==> src/rtl/serial_add_ctrl_pkg.sv <==
// Shared types and limits for the bit-serial adder controller.
// Holds the controller state encoding and the legal operand-width range.
package serial_add_pkg;

  typedef enum logic [1:0] {
    IDLE = 2'd0,
    RUN  = 2'd1,
    DONE = 2'd2
  } state_e;

  localparam int unsigned MIN_WIDTH = 32'd2;
  localparam int unsigned MAX_WIDTH = 32'd64;

endpackage : serial_add_pkg

==> src/rtl/serial_add_ctrl_if.sv <==
// Requester-side handshake and result bus of the bit-serial adder.
// The requester drives operands and start; the controller returns status and result.
interface serial_add_ctrl_if #(
  parameter int unsigned WIDTH = 32'd8
);

  logic             start;
  logic [WIDTH-1:0] a;
  logic [WIDTH-1:0] b;
  logic             cin;
  logic             ready;
  logic             busy;
  logic             done;
  logic [WIDTH-1:0] sum;
  logic             cout;
  logic             ovf;

  modport master (
    output start, a, b, cin,
    input  ready, busy, done, sum, cout, ovf
  );

  modport slave (
    input  start, a, b, cin,
    output ready, busy, done, sum, cout, ovf
  );

endinterface : serial_add_ctrl_if

==> src/rtl/serial_add_ctrl_fa.sv <==
// One-bit full adder cell shared by every bit position of the serial add.
// Purely combinational; the carry loop is closed by a flop in the controller.
module fa (
  input  logic a_i,
  input  logic b_i,
  input  logic ci_i,
  output logic s_o,
  output logic co_o
);

  assign s_o  = a_i ^ b_i ^ ci_i;
  assign co_o = (a_i & b_i) | (a_i & ci_i) | (b_i & ci_i);

endmodule : fa

==> src/rtl/serial_add_ctrl.sv <==
// Bit-serial adder controller: one full-adder cell stepped LSB first over WIDTH cycles.
// Accepts a request in IDLE, shifts operands through the cell in RUN, pulses done in DONE.
module serial_add_ctrl
  import serial_add_pkg::*;
#(
  parameter int unsigned WIDTH = 32'd8
) (
  input  logic               clk,
  input  logic               rst,
  serial_add_ctrl_if.slave   bus
);

  localparam int unsigned CNT_W = $clog2(WIDTH);
  localparam logic [CNT_W-1:0] CNT_LAST   = CNT_W'(WIDTH - 32'd1);
  localparam logic [CNT_W-1:0] CNT_PREMSB = CNT_W'(WIDTH - 32'd2);
  localparam logic [CNT_W-1:0] CNT_ONE    = CNT_W'(32'd1);

  if ((WIDTH < MIN_WIDTH) || (WIDTH > MAX_WIDTH)) begin : g_width_check
    $error("serial_add_ctrl: WIDTH out of legal range");
  end

  state_e           state_q, state_d;
  logic [WIDTH-1:0] a_sh_q, a_sh_d;
  logic [WIDTH-1:0] b_sh_q, b_sh_d;
  logic [WIDTH-1:0] sum_sh_q, sum_sh_d;
  logic             carry_q, carry_d;
  logic             c_msb_q, c_msb_d;
  logic [CNT_W-1:0] cnt_q, cnt_d;
  logic [WIDTH-1:0] sum_q, sum_d;
  logic             cout_q, cout_d;
  logic             ovf_q, ovf_d;

  logic             cell_s;
  logic             cell_c;

  fa u_fa (
    .a_i  (a_sh_q[0]),
    .b_i  (b_sh_q[0]),
    .ci_i (carry_q),
    .s_o  (cell_s),
    .co_o (cell_c)
  );

  // Next-state and datapath update for the IDLE/RUN/DONE sequencer.
  always_comb begin
    state_d  = state_q;
    a_sh_d   = a_sh_q;
    b_sh_d   = b_sh_q;
    sum_sh_d = sum_sh_q;
    carry_d  = carry_q;
    c_msb_d  = c_msb_q;
    cnt_d    = cnt_q;
    sum_d    = sum_q;
    cout_d   = cout_q;
    ovf_d    = ovf_q;

    case (state_q)
      IDLE: begin
        if (bus.start) begin
          a_sh_d  = bus.a;
          b_sh_d  = bus.b;
          carry_d = bus.cin;
          cnt_d   = {CNT_W{1'b0}};
          state_d = RUN;
        end else begin
          state_d = IDLE;
        end
      end

      RUN: begin
        a_sh_d   = {1'b0, a_sh_q[WIDTH-1:1]};
        b_sh_d   = {1'b0, b_sh_q[WIDTH-1:1]};
        sum_sh_d = {cell_s, sum_sh_q[WIDTH-1:1]};
        carry_d  = cell_c;

        // Carry out of bit WIDTH-2 is the carry into the MSB, needed for ovf.
        if (cnt_q == CNT_PREMSB) begin
          c_msb_d = cell_c;
        end else begin
          c_msb_d = c_msb_q;
        end

        if (cnt_q == CNT_LAST) begin
          cnt_d   = cnt_q;
          sum_d   = {cell_s, sum_sh_q[WIDTH-1:1]};
          cout_d  = cell_c;
          ovf_d   = cell_c ^ c_msb_q;
          state_d = DONE;
        end else begin
          cnt_d   = cnt_q + CNT_ONE;
          state_d = RUN;
        end
      end

      DONE: begin
        state_d = IDLE;
      end

      default: begin
        state_d = IDLE;
      end
    endcase
  end

  // State, shift, counter and result registers with synchronous reset.
  always_ff @(posedge clk) begin
    if (rst) begin
      state_q  <= IDLE;
      a_sh_q   <= {WIDTH{1'b0}};
      b_sh_q   <= {WIDTH{1'b0}};
      sum_sh_q <= {WIDTH{1'b0}};
      carry_q  <= 1'b0;
      c_msb_q  <= 1'b0;
      cnt_q    <= {CNT_W{1'b0}};
      sum_q    <= {WIDTH{1'b0}};
      cout_q   <= 1'b0;
      ovf_q    <= 1'b0;
    end else begin
      state_q  <= state_d;
      a_sh_q   <= a_sh_d;
      b_sh_q   <= b_sh_d;
      sum_sh_q <= sum_sh_d;
      carry_q  <= carry_d;
      c_msb_q  <= c_msb_d;
      cnt_q    <= cnt_d;
      sum_q    <= sum_d;
      cout_q   <= cout_d;
      ovf_q    <= ovf_d;
    end
  end

  assign bus.ready = (state_q == IDLE);
  assign bus.busy  = (state_q == RUN);
  assign bus.done  = (state_q == DONE);
  assign bus.sum   = sum_q;
  assign bus.cout  = cout_q;
  assign bus.ovf   = ovf_q;

endmodule : serial_add_ctrl

==> src/flat_wrapper.sv <==
// flat-port wrapper written by rule: the top's interface ports become plain ports
module serial_add_ctrl_flat import serial_add_pkg::*;
#(
  parameter int unsigned WIDTH = 32'd8
)
  (clk, rst, bus_start, bus_a, bus_b, bus_cin, bus_ready, bus_busy, bus_done, bus_sum, bus_cout, bus_ovf);
  serial_add_ctrl_if #(.WIDTH(WIDTH)) bus_i ();
  input  logic clk;
  input  logic rst;
  input wire logic [$bits(bus_i.start)-1:0] bus_start;
  input wire logic [$bits(bus_i.a)-1:0] bus_a;
  input wire logic [$bits(bus_i.b)-1:0] bus_b;
  input wire logic [$bits(bus_i.cin)-1:0] bus_cin;
  output wire logic [$bits(bus_i.ready)-1:0] bus_ready;
  output wire logic [$bits(bus_i.busy)-1:0] bus_busy;
  output wire logic [$bits(bus_i.done)-1:0] bus_done;
  output wire logic [$bits(bus_i.sum)-1:0] bus_sum;
  output wire logic [$bits(bus_i.cout)-1:0] bus_cout;
  output wire logic [$bits(bus_i.ovf)-1:0] bus_ovf;
  assign bus_i.start = bus_start;
  assign bus_i.a = bus_a;
  assign bus_i.b = bus_b;
  assign bus_i.cin = bus_cin;
  assign bus_ready = bus_i.ready;
  assign bus_busy = bus_i.busy;
  assign bus_done = bus_i.done;
  assign bus_sum = bus_i.sum;
  assign bus_cout = bus_i.cout;
  assign bus_ovf = bus_i.ovf;
  serial_add_ctrl #(.WIDTH(WIDTH)) u_core (.clk(clk), .rst(rst), .bus(bus_i));
endmodule
==> config.mk <==
export PLATFORM = sky130hd
export DESIGN_NAME = serial_add_ctrl_flat
export DESIGN_NICKNAME = d
export VERILOG_FILES = /design/src/rtl/serial_add_ctrl_pkg.sv /design/src/rtl/serial_add_ctrl_if.sv /design/src/rtl/serial_add_ctrl_fa.sv /design/src/rtl/serial_add_ctrl.sv /design/src/flat_wrapper.sv
export SDC_FILE = /design/constraint.sdc
export NUM_CORES = 1
export LEC_CHECK = 0
export CAP_MARGIN = 20
export CORE_MARGIN = 2
export CORE_UTILIZATION = 45
export DETAILED_ROUTE_END_ITERATION = 6
export PLACE_DENSITY = 0.71
export RECOVER_POWER = 25
export SLEW_MARGIN = 10
export SYNTH_ARGS = -nofsm -noshare
export SYNTH_HDL_FRONTEND = slang
export SYNTH_SLANG_ARGS = --single-unit
export TNS_END_PERCENT = 1
==> constraint.sdc <==
create_clock -name clk -period 3.9 [get_ports clk]
set_input_delay 0.78 -clock clk [delete_from_list [all_inputs] [get_ports clk]]
set_output_delay 0.78 -clock clk [all_outputs]
set_load 0.02 [all_outputs]
Word-level counts from Yosys, hierarchy flattened
Index checks and enable logic that the tools add are counted.
Cells by class
  equality and inequality tests: 6
  mux-type cells: 12
  reduce and logical (&&, ||, !) cells: 6
  bitwise operators: 8
  add/subtract/negate cells: 1
Operator list (number)
  $pmux 8 s2: 2
  $mux 8: 2
  $eq 3x3->1 const B: 2
  $mux 3: 2
  $pmux 3 s2: 1
  $reduce_and 2->1: 3
  $ne 2x2->1 const B: 2
  $pmux 2 s2: 1
  $add 3x1->3 const B: 1
  $and 1x1->1: 3
  $reduce_and 3->1: 1
  $xor 1x1->1: 3
  $eq 2x1->1 const B: 1
  $eq 2x2->1 const B: 1
  $logic_not 2->1: 1
  $mux 1: 2
  $mux 2: 1
  $or 1x1->1: 2
  $pmux 1 s2: 1
  $reduce_bool 2->1: 1
Storage, ports and cells
  input bits: 20
  word-level logic and storage cells: 43
  flip-flop bits (word level): 41

Logic depth before layout (Yosys ltp)
Gate-level depths: netlist of run 1.
  depth after elaboration: 4
  mapped depth: 6

By module
Synthesis of run 1 repeated with hierarchy kept, for this count alone.
Unflattened totals
  cells, all modules: 196
  area, all modules: 1730.4 sq um
By module, submodules not included
  serial_add_ctrl: area an instance 1710.4 sq um, times used 1, cells an instance 195
  fa: area an instance 20.0 sq um, times used 1, cells an instance 1

Worst setup path before layout of run 1
Ideal clock, no wire load.
  path type: register to output
  from: reg u_core.state_q[1]
  to: out bus_done
  stages on the path, launching flop included: 5
  buffers on the path: 2
  path slack: 2.095 ns
  arrival: 1.025 ns
  cells stage by stage: dfxtp_1 > buf_6 > inv_1 > clkbuf_1 > nor2_1
Between the ends
  longest elaborated chain between the ends: 1
Ends and longest elaborated chain
  start: declaration: RTL line serial_add_ctrl.sv:22  | state_e state_q, state_d;
  start signal: assignment: RTL line serial_add_ctrl.sv:119  | state_q <= state_d;
  $eq 2x2->1: RTL line serial_add_ctrl.sv:134  | assign bus.done = (state_q == DONE);
  end: declaration: RTL line flat_wrapper.sv:16  | output wire logic [$bits(bus_i.done)-1:0] bus_done;
Every way passes these cells.

Final worst setup path of run 1
  from: reg u_core.state_q[1]
  to: out bus_busy
Between the ends
  longest elaborated chain between the ends: 1
Ends and longest elaborated chain
  $eq 2x1->1: RTL line serial_add_ctrl.sv:133  | assign bus.busy = (state_q == RUN);
  end: declaration: RTL line flat_wrapper.sv:15  | output wire logic [$bits(bus_i.busy)-1:0] bus_busy;
Every way passes these cells.

==> out/metrics.yaml, run 1 <==
detailed_routing:
  dr.pass1.iters: 4
  routed_wl_mm: 3.38
  drt_iter0_drc: 147
  vias: 1452
  antenna_left: 0
  drcViolationCount: 0
  via_per_inst: 5.20
  wire_per_inst_um: 12.1
synthesis:
  synthArstFlopShare: 0
  synth.top_cells.by_count: "40 x dfxtp_1, 36 x nand2_1, 22 x nor2_1, 17 x a21oi_1, 16 x a211oi_1"
  synth_edf_count: 0
  synth.area.top_cells: "dfxtp_1 46%, nand2_1 7.7%, a211oi_1 6.8%"
  yosys.area.top_type_share: 0.456
  postSynthAreaPerCell_um2: 8.65
  synth_largest_area_cell: "dfxtp_1"
  syn_area_um2: 1760
  ys_warn_count: 0
  ys_types: 30
  synth_cells: 203
  synth_nets: 227
  yosysMostFrequentCell: "dfxtp_1"
  seq_area_frac_synth: 0.456
  ys_seq_elements: 40
  synth-main-ff-cell: "dfxtp_1"
worst_setup_path:
  r2r_start: "u_core.cnt_q[1]$_SDFFE_PP0P_"
  cp-startpoint: "u_core.state_q[1]$_SDFF_PP0_"
  crit_arrival_ns: 1.99
  critPathKind: "flip-flop to output port"
  cp_max_fo: 10
  cpLargestDelayFamily: "buffers and inverters"
  cp.required_ns: 3.12
  start_kind: "flip-flop"
  crit_chain: "nand2b_1 -> clkinv_1 -> clkdlybuf4s50_1"
  cpPeakStageDelay_ns: 0.60
  cp-end-kind: "output port"
  critPathBufInv: 2
  worst_path_max_delay_cell: "clkdlybuf4s50_1"
sta:
  slew_viol_final: 41
  maxClockFrequency_mhz: 361
  finalCriticalPeriod_ns: 2.77
  worst_slew_pin_slew_ns: 1.74
  final.setup.tns_ns: 0
  slew_headroom: -0.162
  fin_ws_ns: 1.13
  finClkSkew_ns: 0.00643
  finalSetupViolCount: 0
  fin_crit_sh: 0.711
  hold_viol_final: 0
  grt_setup_unrepaired: "false"
pwr:
  p_leak_nw: 0.750
  p_int_mw: 0.667
  power_frac_comb: 0.118
  p_total_mw: 0.876
  pwr_density_cell_nw_per_um2: 407
  swShare: 0.238
  p_sw_mw: 0.209
  seq_power_share: 0.501
  worst_ir_drop_vdd_uv: 302
  pwr-share-clk: 0.381
floorplan:
  ioPinCount: 33
  row_count: 22
  die-area_um2: 4420
  die_x_um: 66.5
  die_h_um: 66.5
  core_um2: 3720
  start_util: 0.473
placed_design:
  post-dp-hpwl_mm: 2.20
  pre_cts_ws_ns: 1.45
  port-buffer-count: 32
  dp_cells: 271
  routabilityCongestion: 0.727
layout:
  fin_nets: 254
  final_util: 0.580
  drive_gt1_frac: 0.0693
  area_delta_synth_final_pct: 22.6
  final_cells: 279
  diodes: 0
min_path:
  min_from: "u_core.bus.sum[0]$_SDFFE_PP0P_"
  hold_path.class: "flip-flop to flip-flop"
outcome:
  violations: "max-capacitance violations, max-slew violations"
  status: "finished with violations"
job:
  drv_cap: 1
grt:
  grt_pass1_wl_mm: 5.86
  track_usage: 0.175
  grt_max_degree: 41
  antenna_found_initial: 0
  grt.overflow.total: 0
  grt_pass1_vias: 1327
clock_tree:
  clk_pin_slew_ns: 0.08
  hold_buffers: 0
  cts_setup_buffers: 0
  htreeDepth: 2
  cts_sinks: 40
  clkLatencyLatePin_ns: 0.29
  cts_resized: 0
  clockBufferDepth: 2
  cts_tree: "built"
  cts_buffers: 5
  cts_root_buf: "clkbuf_8"
layout make-up:
cell class,count,area (um2)
clock buffers,5,68.8
clock inverters,3,42.5
fillers,337,1560
inverters,4,20.0
multi-input cells,145,831
flip-flops and latches,40,801
well taps,48,60.1
repair buffers,34,332
worst min-delay path, stage by stage (launching register included):
cell and delay (ns):
dfxtp_1 0.31, nand2_1 0.05, a21oi_1 0.05
routing by layer:
| metal | part of all wire | track usage | vias up |
|---|---|---|---|
| met2 | 0.44 | 0.279 | 25 |
| met1 | 0.51 | 0.225 | 650 |
| met3 | 0.034 | 0.0456 | 7 |
| met4 | 0.017 | 0.0689 | 0 |
| met5 | 0 | 0 | - |
| li1 | - | - | 770 |
registers in the layout (all words and copies together), names as in the netlist, 2 cells and up:
register	count
u_core.state_q	2
u_core.cnt_q	3
u_core.b_sh_q	8
u_core.a_sh_q	8
u_core.bus.sum	8
u_core.sum_sh_q	7
layout by cell type (no fill, tap or decap), types with 2 or more instances in the layout:
| master | n |
|---|---|
| clkbuf_8 | 5 |
| inv_1 | 2 |
| o22ai_1 | 2 |
| nor2_1 | 22 |
| nand3_1 | 5 |
| clkdlybuf4s50_1 | 31 |
| nand2_1 | 36 |
| or3b_2 | 4 |
| a31oi_1 | 3 |
| or3b_1 | 9 |
| a32oi_1 | 2 |
| dfxtp_1 | 40 |
| o21ai_1 | 2 |
| o21ai_0 | 12 |
| ha_1 | 3 |
| a211oi_1 | 16 |
| nand2b_1 | 3 |
| a21oi_1 | 17 |
through the flow:
stage | cell area [um2] | hold slack (ns)
final | 2150 | 0.455
after global placement | 2050 | 0.444
after CTS | 2160 | 0.457
after floorplan | 1760 | 0.432
after detailed placement | 2050 | 0.446
after global routing | 2150 | 0.472
worst paths after layout:
| path | depth (start not counted) | slack (ns) | end |
|---|---|---|---|
| max | 3 | 1.13 | bus_busy |
| max reg2reg | 5 | 2.29 | u_core.bus.ovf$_SDFFE_PP0P_ |
| min | 2 | 0.45 | u_core.bus.sum[0]$_SDFFE_PP0P_ |
| min reg2reg | 2 | 0.45 | u_core.bus.sum[0]$_SDFFE_PP0P_ |
cells by family after synthesis:
kind of cell               Yosys count  share of synthesized area
adders and majority gates            4                     0.0328
xor gates and xnor gates             1                    0.00499
buffers and inverters               18                     0.0712
DFF                                 40                      0.456
and+or+nand+nor                     83                      0.230
AOI/OAI and AO/OA                   57                      0.205
power groups by stage:
| stage | Clock, mW | Sequential, mW | Combinational [mW] |
|---|---|---|---|
| 6_report | 0.334 | 0.439 | 0.103 |
| 5_1_grt | 0.352 | 0.442 | 0.116 |
| 4_1_cts | 0.338 | 0.439 | 0.105 |
| 3_5_place_dp | 0 | 0.449 | 0.104 |
| 3_3_place_gp | 0 | 0.449 | 0.103 |
| 2_1_floorplan | 0 | 0.446 | 0.0747 |
Note: power is estimated with default switching activity, not from simulation.
==> run 2: changes to the inputs <==
==> constraint.sdc (replaced) <==
create_clock -name clk -period 2.55 [get_ports clk]
set_input_delay 0.51 -clock clk [delete_from_list [all_inputs] [get_ports clk]]
set_output_delay 0.51 -clock clk [all_outputs]
set_load 0.02 [all_outputs]
==> run 2 against run 1 <==
- the flow now finishes without violations
- wire length grew 3.9%
- die area is the same
- clock-buffer cell count is the same
- non-clock buffer count grew 3
- first-iteration DRC count shrank 63%
- sequential cell count is the same
- largest power group unchanged
==> out/metrics.yaml, run 2 (synthesis gave the netlist of run 1 again) <==
clock_tree:
  cts_resized: 0
  clockBufferDepth: 2
  cts_root_buf: "clkbuf_8"
  cts_buffers: 5
  cts_sinks: 40
  hold_buffers: 0
  cts_setup_buffers: 0
  cts_tree: "built"
  htreeDepth: 2
  clk_pin_slew_ns: 0.08
  clkLatencyLatePin_ns: 0.30
worst_setup_path:
  cp-end-kind: "output port"
  cp-startpoint: "u_core.state_q[1]$_SDFF_PP0_"
  endpoint: "bus_busy"
  cp.required_ns: 2.04
  path_depth: 3
  r2r_start: "u_core.cnt_q[1]$_SDFFE_PP0P_"
  crit_arrival_ns: 1.77
  cp_max_fo: 10
  cpLargestDelayFamily: "buffers and inverters"
  start_kind: "flip-flop"
  critPathBufInv: 2
  r2r_cells: 5
  worst_path_max_delay_cell: "clkdlybuf4s50_1"
  rrSetupSlack_ns: 0.90
  reg2reg_to: "u_core.bus.ovf$_SDFFE_PP0P_"
  cpPeakStageDelay_ns: 0.61
  critPathKind: "flip-flop to output port"
  crit_chain: "nand2b_1 -> clkinv_1 -> clkdlybuf4s50_1"
sta:
  fin_ws_ns: 0.270
  finalSetupViolCount: 0
  fin_crit_sh: 0.894
  grt_setup_unrepaired: "false"
  hold_viol_final: 0
  final.setup.tns_ns: 0
  slew_headroom: 0.563
  worst_slew_pin_slew_ns: 0.656
  finClkSkew_ns: 0.00772
  whs_ns: 0.454
  finalCriticalPeriod_ns: 2.28
  slew_viol_final: 0
  maxClockFrequency_mhz: 439
placed_design:
  post-dp-hpwl_mm: 2.36
  placed_area_um2: 2070
  routabilityCongestion: 0.766
  port-buffer-count: 32
  pre_cts_ws_ns: 0.440
  dp_cells: 274
detailed_routing:
  antenna_left: 0
  dr.pass1.iters: 4
  drcViolationCount: 0
  drt_iter0_drc: 54
  routed_wl_mm: 3.51
  via_per_inst: 5.29
  wire_per_inst_um: 12.5
  vias: 1486
layout:
  n_fill_cell: 347
  final_cells: 281
  fin_area_um2: 2150
  multi_input_area_um2: 831
  fin_nets: 257
  final_common_cell: "dfxtp_1"
  area_delta_synth_final_pct: 22.2
  drive_gt1_frac: 0.0773
  seqCellArea_um2: 801
  final_util: 0.578
  diodes: 0
  final_cell_mix: "40 x dfxtp_1, 36 x nand2_1, 30 x clkdlybuf4s50_1"
pwr:
  seq_power_share: 0.547
  worst_ir_drop_vdd_uv: 361
  power_frac_comb: 0.129
  pwr_density_cell_nw_per_um2: 575
  p_sw_mw: 0.317
  pwr-share-clk: 0.325
  p_int_mw: 0.918
  p_total_mw: 1.24
  p_leak_nw: 0.750
  swShare: 0.257
outcome:
  status: "finished, final reports clean"
floorplan:
  start_util: 0.473
  die_x_um: 66.5
  core_um2: 3720
  row_count: 22
  ioPinCount: 33
  die-area_um2: 4420
  die_h_um: 66.5
job:
  drv_cap: 0
grt:
  grt_pass1_vias: 1312
  grt_pass1_wl_mm: 5.91
  track_usage: 0.177
  antenna_found_initial: 0
  grt_max_degree: 19
  grt.overflow.total: 0
min_path:
  holdPathStages: 2
  hold_path.class: "flip-flop to flip-flop"
run 2: how the worst min path moves through the flow:
stage,from,slack [ns],end
after floorplan,u_core.sum_sh_q[1]$_SDFFE_PP0P_,0.43,u_core.bus.sum[0]$_SDFFE_PP0P_
after global placement,u_core.bus.sum[6]$_SDFFE_PP0P_,0.44,u_core.bus.sum[6]$_SDFFE_PP0P_
after detailed placement,u_core.bus.sum[1]$_SDFFE_PP0P_,0.45,u_core.bus.sum[1]$_SDFFE_PP0P_
after CTS,u_core.bus.sum[1]$_SDFFE_PP0P_,0.46,u_core.bus.sum[1]$_SDFFE_PP0P_
after global routing,u_core.sum_sh_q[1]$_SDFFE_PP0P_,0.48,u_core.bus.sum[0]$_SDFFE_PP0P_
final,u_core.bus.sum[1]$_SDFFE_PP0P_,0.45,u_core.bus.sum[1]$_SDFFE_PP0P_
run 2: cell type report:
class                      instances  share of cell area
clock inverter                     2             0.00583
inverter                           4             0.00932
clock buffer                       5              0.0321
timing repair buffer              37               0.165
multi-input combinational        145               0.387
sequential                        40               0.373
tap                               48              0.0280
run 2: metal layers:
layer | up-vias | share of wire | track usage
met5 | - | 0 | 0
met1 | 683 | 0.49 | 0.220
li1 | 773 | - | -
met2 | 22 | 0.45 | 0.281
met4 | 0 | 0.021 | 0.0918
met3 | 8 | 0.036 | 0.0456
run 2: power by group through the flow:
stage / clock network, mW / registers, mW / logic [mW]
after floorplan: 0 / 0.682 / 0.114
after global placement: 0 / 0.689 / 0.158
after detailed placement: 0 / 0.690 / 0.160
after CTS: 0.409 / 0.675 / 0.161
after global routing: 0.435 / 0.679 / 0.176
final: 0.401 / 0.675 / 0.159
run 2: tightest hold or removal path: stages (launching register included):
cell	delay (ns)
dfxtp_1	0.31
nand2_1	0.05
a21oi_1	0.05
==> run 3: changes to the inputs <==
--- a/config.mk
+++ b/config.mk
@@ -6,12 +6,12 @@
 export NUM_CORES = 1
 export LEC_CHECK = 0
 export CAP_MARGIN = 20
-export CORE_MARGIN = 2
+export CORE_MARGIN = 8
 export CORE_UTILIZATION = 45
+export CTS_CLUSTER_SIZE = 10
 export DETAILED_ROUTE_END_ITERATION = 6
 export PLACE_DENSITY = 0.71
 export RECOVER_POWER = 25
-export SLEW_MARGIN = 10
 export SYNTH_ARGS = -nofsm -noshare
 export SYNTH_HDL_FRONTEND = slang
 export SYNTH_SLANG_ARGS = --single-unit
==> run 3 against run 2 <==
- combinational power hardly changed
- power is 10% higher
- global-route usage is 4.9 points lower
- sequential cell count stayed put
- worst hold slack hardly changed
- critical endpoint unchanged
- highest routed layer unchanged
==> out/metrics.yaml, run 3 (synthesis gave the netlist of run 1 again) <==
outcome:
  status: "finished, final reports clean"
worst_setup_path:
  r2r_start: "u_core.cnt_q[1]$_SDFFE_PP0P_"
  cp-startpoint: "u_core.state_q[0]$_SDFF_PP0_"
  critPathKind: "flip-flop to output port"
  cp.required_ns: 2.04
  crit_arrival_ns: 1.75
  cp_max_fo: 10
  start_kind: "flip-flop"
  cp-end-kind: "output port"
layout:
  fin_area_um2: 2190
  drive_gt1_frac: 0.0894
  area_delta_synth_final_pct: 24.6
  diodes: 0
  fin_nets: 258
  final_common_cell: "dfxtp_1"
  final_cell_mix: "40 x dfxtp_1, 36 x nand2_1, 31 x clkdlybuf4s50_1"
sta:
  fin_ws_ns: 0.286
  final.setup.tns_ns: 0
  slew_viol_final: 0
  finalSetupViolCount: 0
  worst_slew_pin_slew_ns: 0.821
  slew_headroom: 0.453
  grt_setup_unrepaired: "false"
  finClkSkew_ns: 0.00636
  hold_viol_final: 0
  whs_ns: 0.454
  fin_crit_sh: 0.888
  maxClockFrequency_mhz: 442
  finalCriticalPeriod_ns: 2.26
pwr:
  p_sw_mw: 0.334
  p_int_mw: 1.03
  pwr-share-clk: 0.388
  swShare: 0.245
  p_leak_nw: 0.773
  seq_power_share: 0.495
  worst_ir_drop_vdd_uv: 403
  p_total_mw: 1.36
  pwr_density_cell_nw_per_um2: 622
  power_frac_comb: 0.117
clock_tree:
  cts_buffers: 5
  clk_pin_slew_ns: 0.08
  cts_resized: 0
  clkLatencyLatePin_ns: 0.30
  hold_buffers: 0
  clockBufferDepth: 2
  cts_sinks: 40
  cts_tree: "built"
  cts_root_buf: "clkbuf_8"
  htreeDepth: 2
  cts_setup_buffers: 0
floorplan:
  core_um2: 3720
  start_util: 0.473
  ioPinCount: 33
  die_h_um: 78.5
  die_x_um: 78.5
  row_count: 22
  die-area_um2: 6160
grt:
  grt_pass1_vias: 1407
  grt_max_degree: 41
  antenna_found_initial: 0
  grt.overflow.total: 0
  grt_pass1_wl_mm: 6.57
  track_usage: 0.128
detailed_routing:
  routed_wl_mm: 3.79
  dr.pass1.iters: 4
  wire_per_inst_um: 13.4
  drt_iter0_drc: 109
  vias: 1487
  antenna_left: 0
  drcViolationCount: 0
  via_per_inst: 5.25
placed_design:
  port-buffer-count: 32
  post-dp-hpwl_mm: 2.51
  placed_area_um2: 2080
  routabilityCongestion: 0.793
  pre_cts_ws_ns: 0.455
job:
  drv_cap: 0
min_path:
  hold_path.class: "flip-flop to flip-flop"
  min_from: "u_core.bus.sum[3]$_SDFFE_PP0P_"
[run 3: changes by cell type in the layout (fill, tap and decap cells not counted), sizes merged]
cell | previous run | this run
clkinv | 3 | 2
bufinv | 0 | 1
clkdlybuf4s50 | 30 | 31
buf | 4 | 5
inv | 2 | 3
dlygate4sd3 | 2 | 1
[run 3: worst max-delay path: stages (launching register included)]
cell and delay (ns):
dfxtp_1 0.52, nand2b_1 0.12, clkinv_1 0.17, clkdlybuf4s50_1 0.64
[run 3: cell type report]
class,count,area [um2]
Inverter,4,20.0
Sequential cell,40,801
Fill cell,337,1530
Clock inverter,3,46.3
Timing Repair Buffer,38,363
Tap cell,48,60.1
Clock buffer,5,68.8
Multi-Input combinational cell,145,831
[run 3: final timing paths]
kind / to / slack, ns / cells past startpoint
worst max-delay path: bus_busy / 0.29 / 3
worst min register to register: u_core.bus.sum[3]$_SDFFE_PP0P_ / 0.45 / 2
worst min-delay path: u_core.bus.sum[3]$_SDFFE_PP0P_ / 0.45 / 2
worst max register to register: u_core.bus.ovf$_SDFFE_PP0P_ / 0.88 / 5
[run 3: power groups by stage]
stage	clock (mW)	sequential (mW)	combinational (mW)
2_1_floorplan	0	0.682	0.114
3_5_place_dp	0	0.689	0.160
4_1_cts	0.542	0.674	0.162
3_3_place_gp	0	0.688	0.160
5_1_grt	0.567	0.680	0.175
6_report	0.528	0.674	0.160
[run 3: per-stage QoR]
stage,cells,utilization
finish,283,0.589
global route,283,0.589
CTS,283,0.590
detailed placement,275,0.559
global placement,275,0.559
floorplan,203,-
[run 3: metal layers]
metal | wire (um) | part of all wire | track usage | vias up
met2 | 1770 | 0.47 | 0.209 | 28
met3 | 160 | 0.042 | 0.0387 | 6
met4 | 68 | 0.018 | 0.0556 | 0
met5 | 0 | 0 | 0 | -
li1 | - | - | - | 766
met1 | 1790 | 0.47 | 0.152 | 687
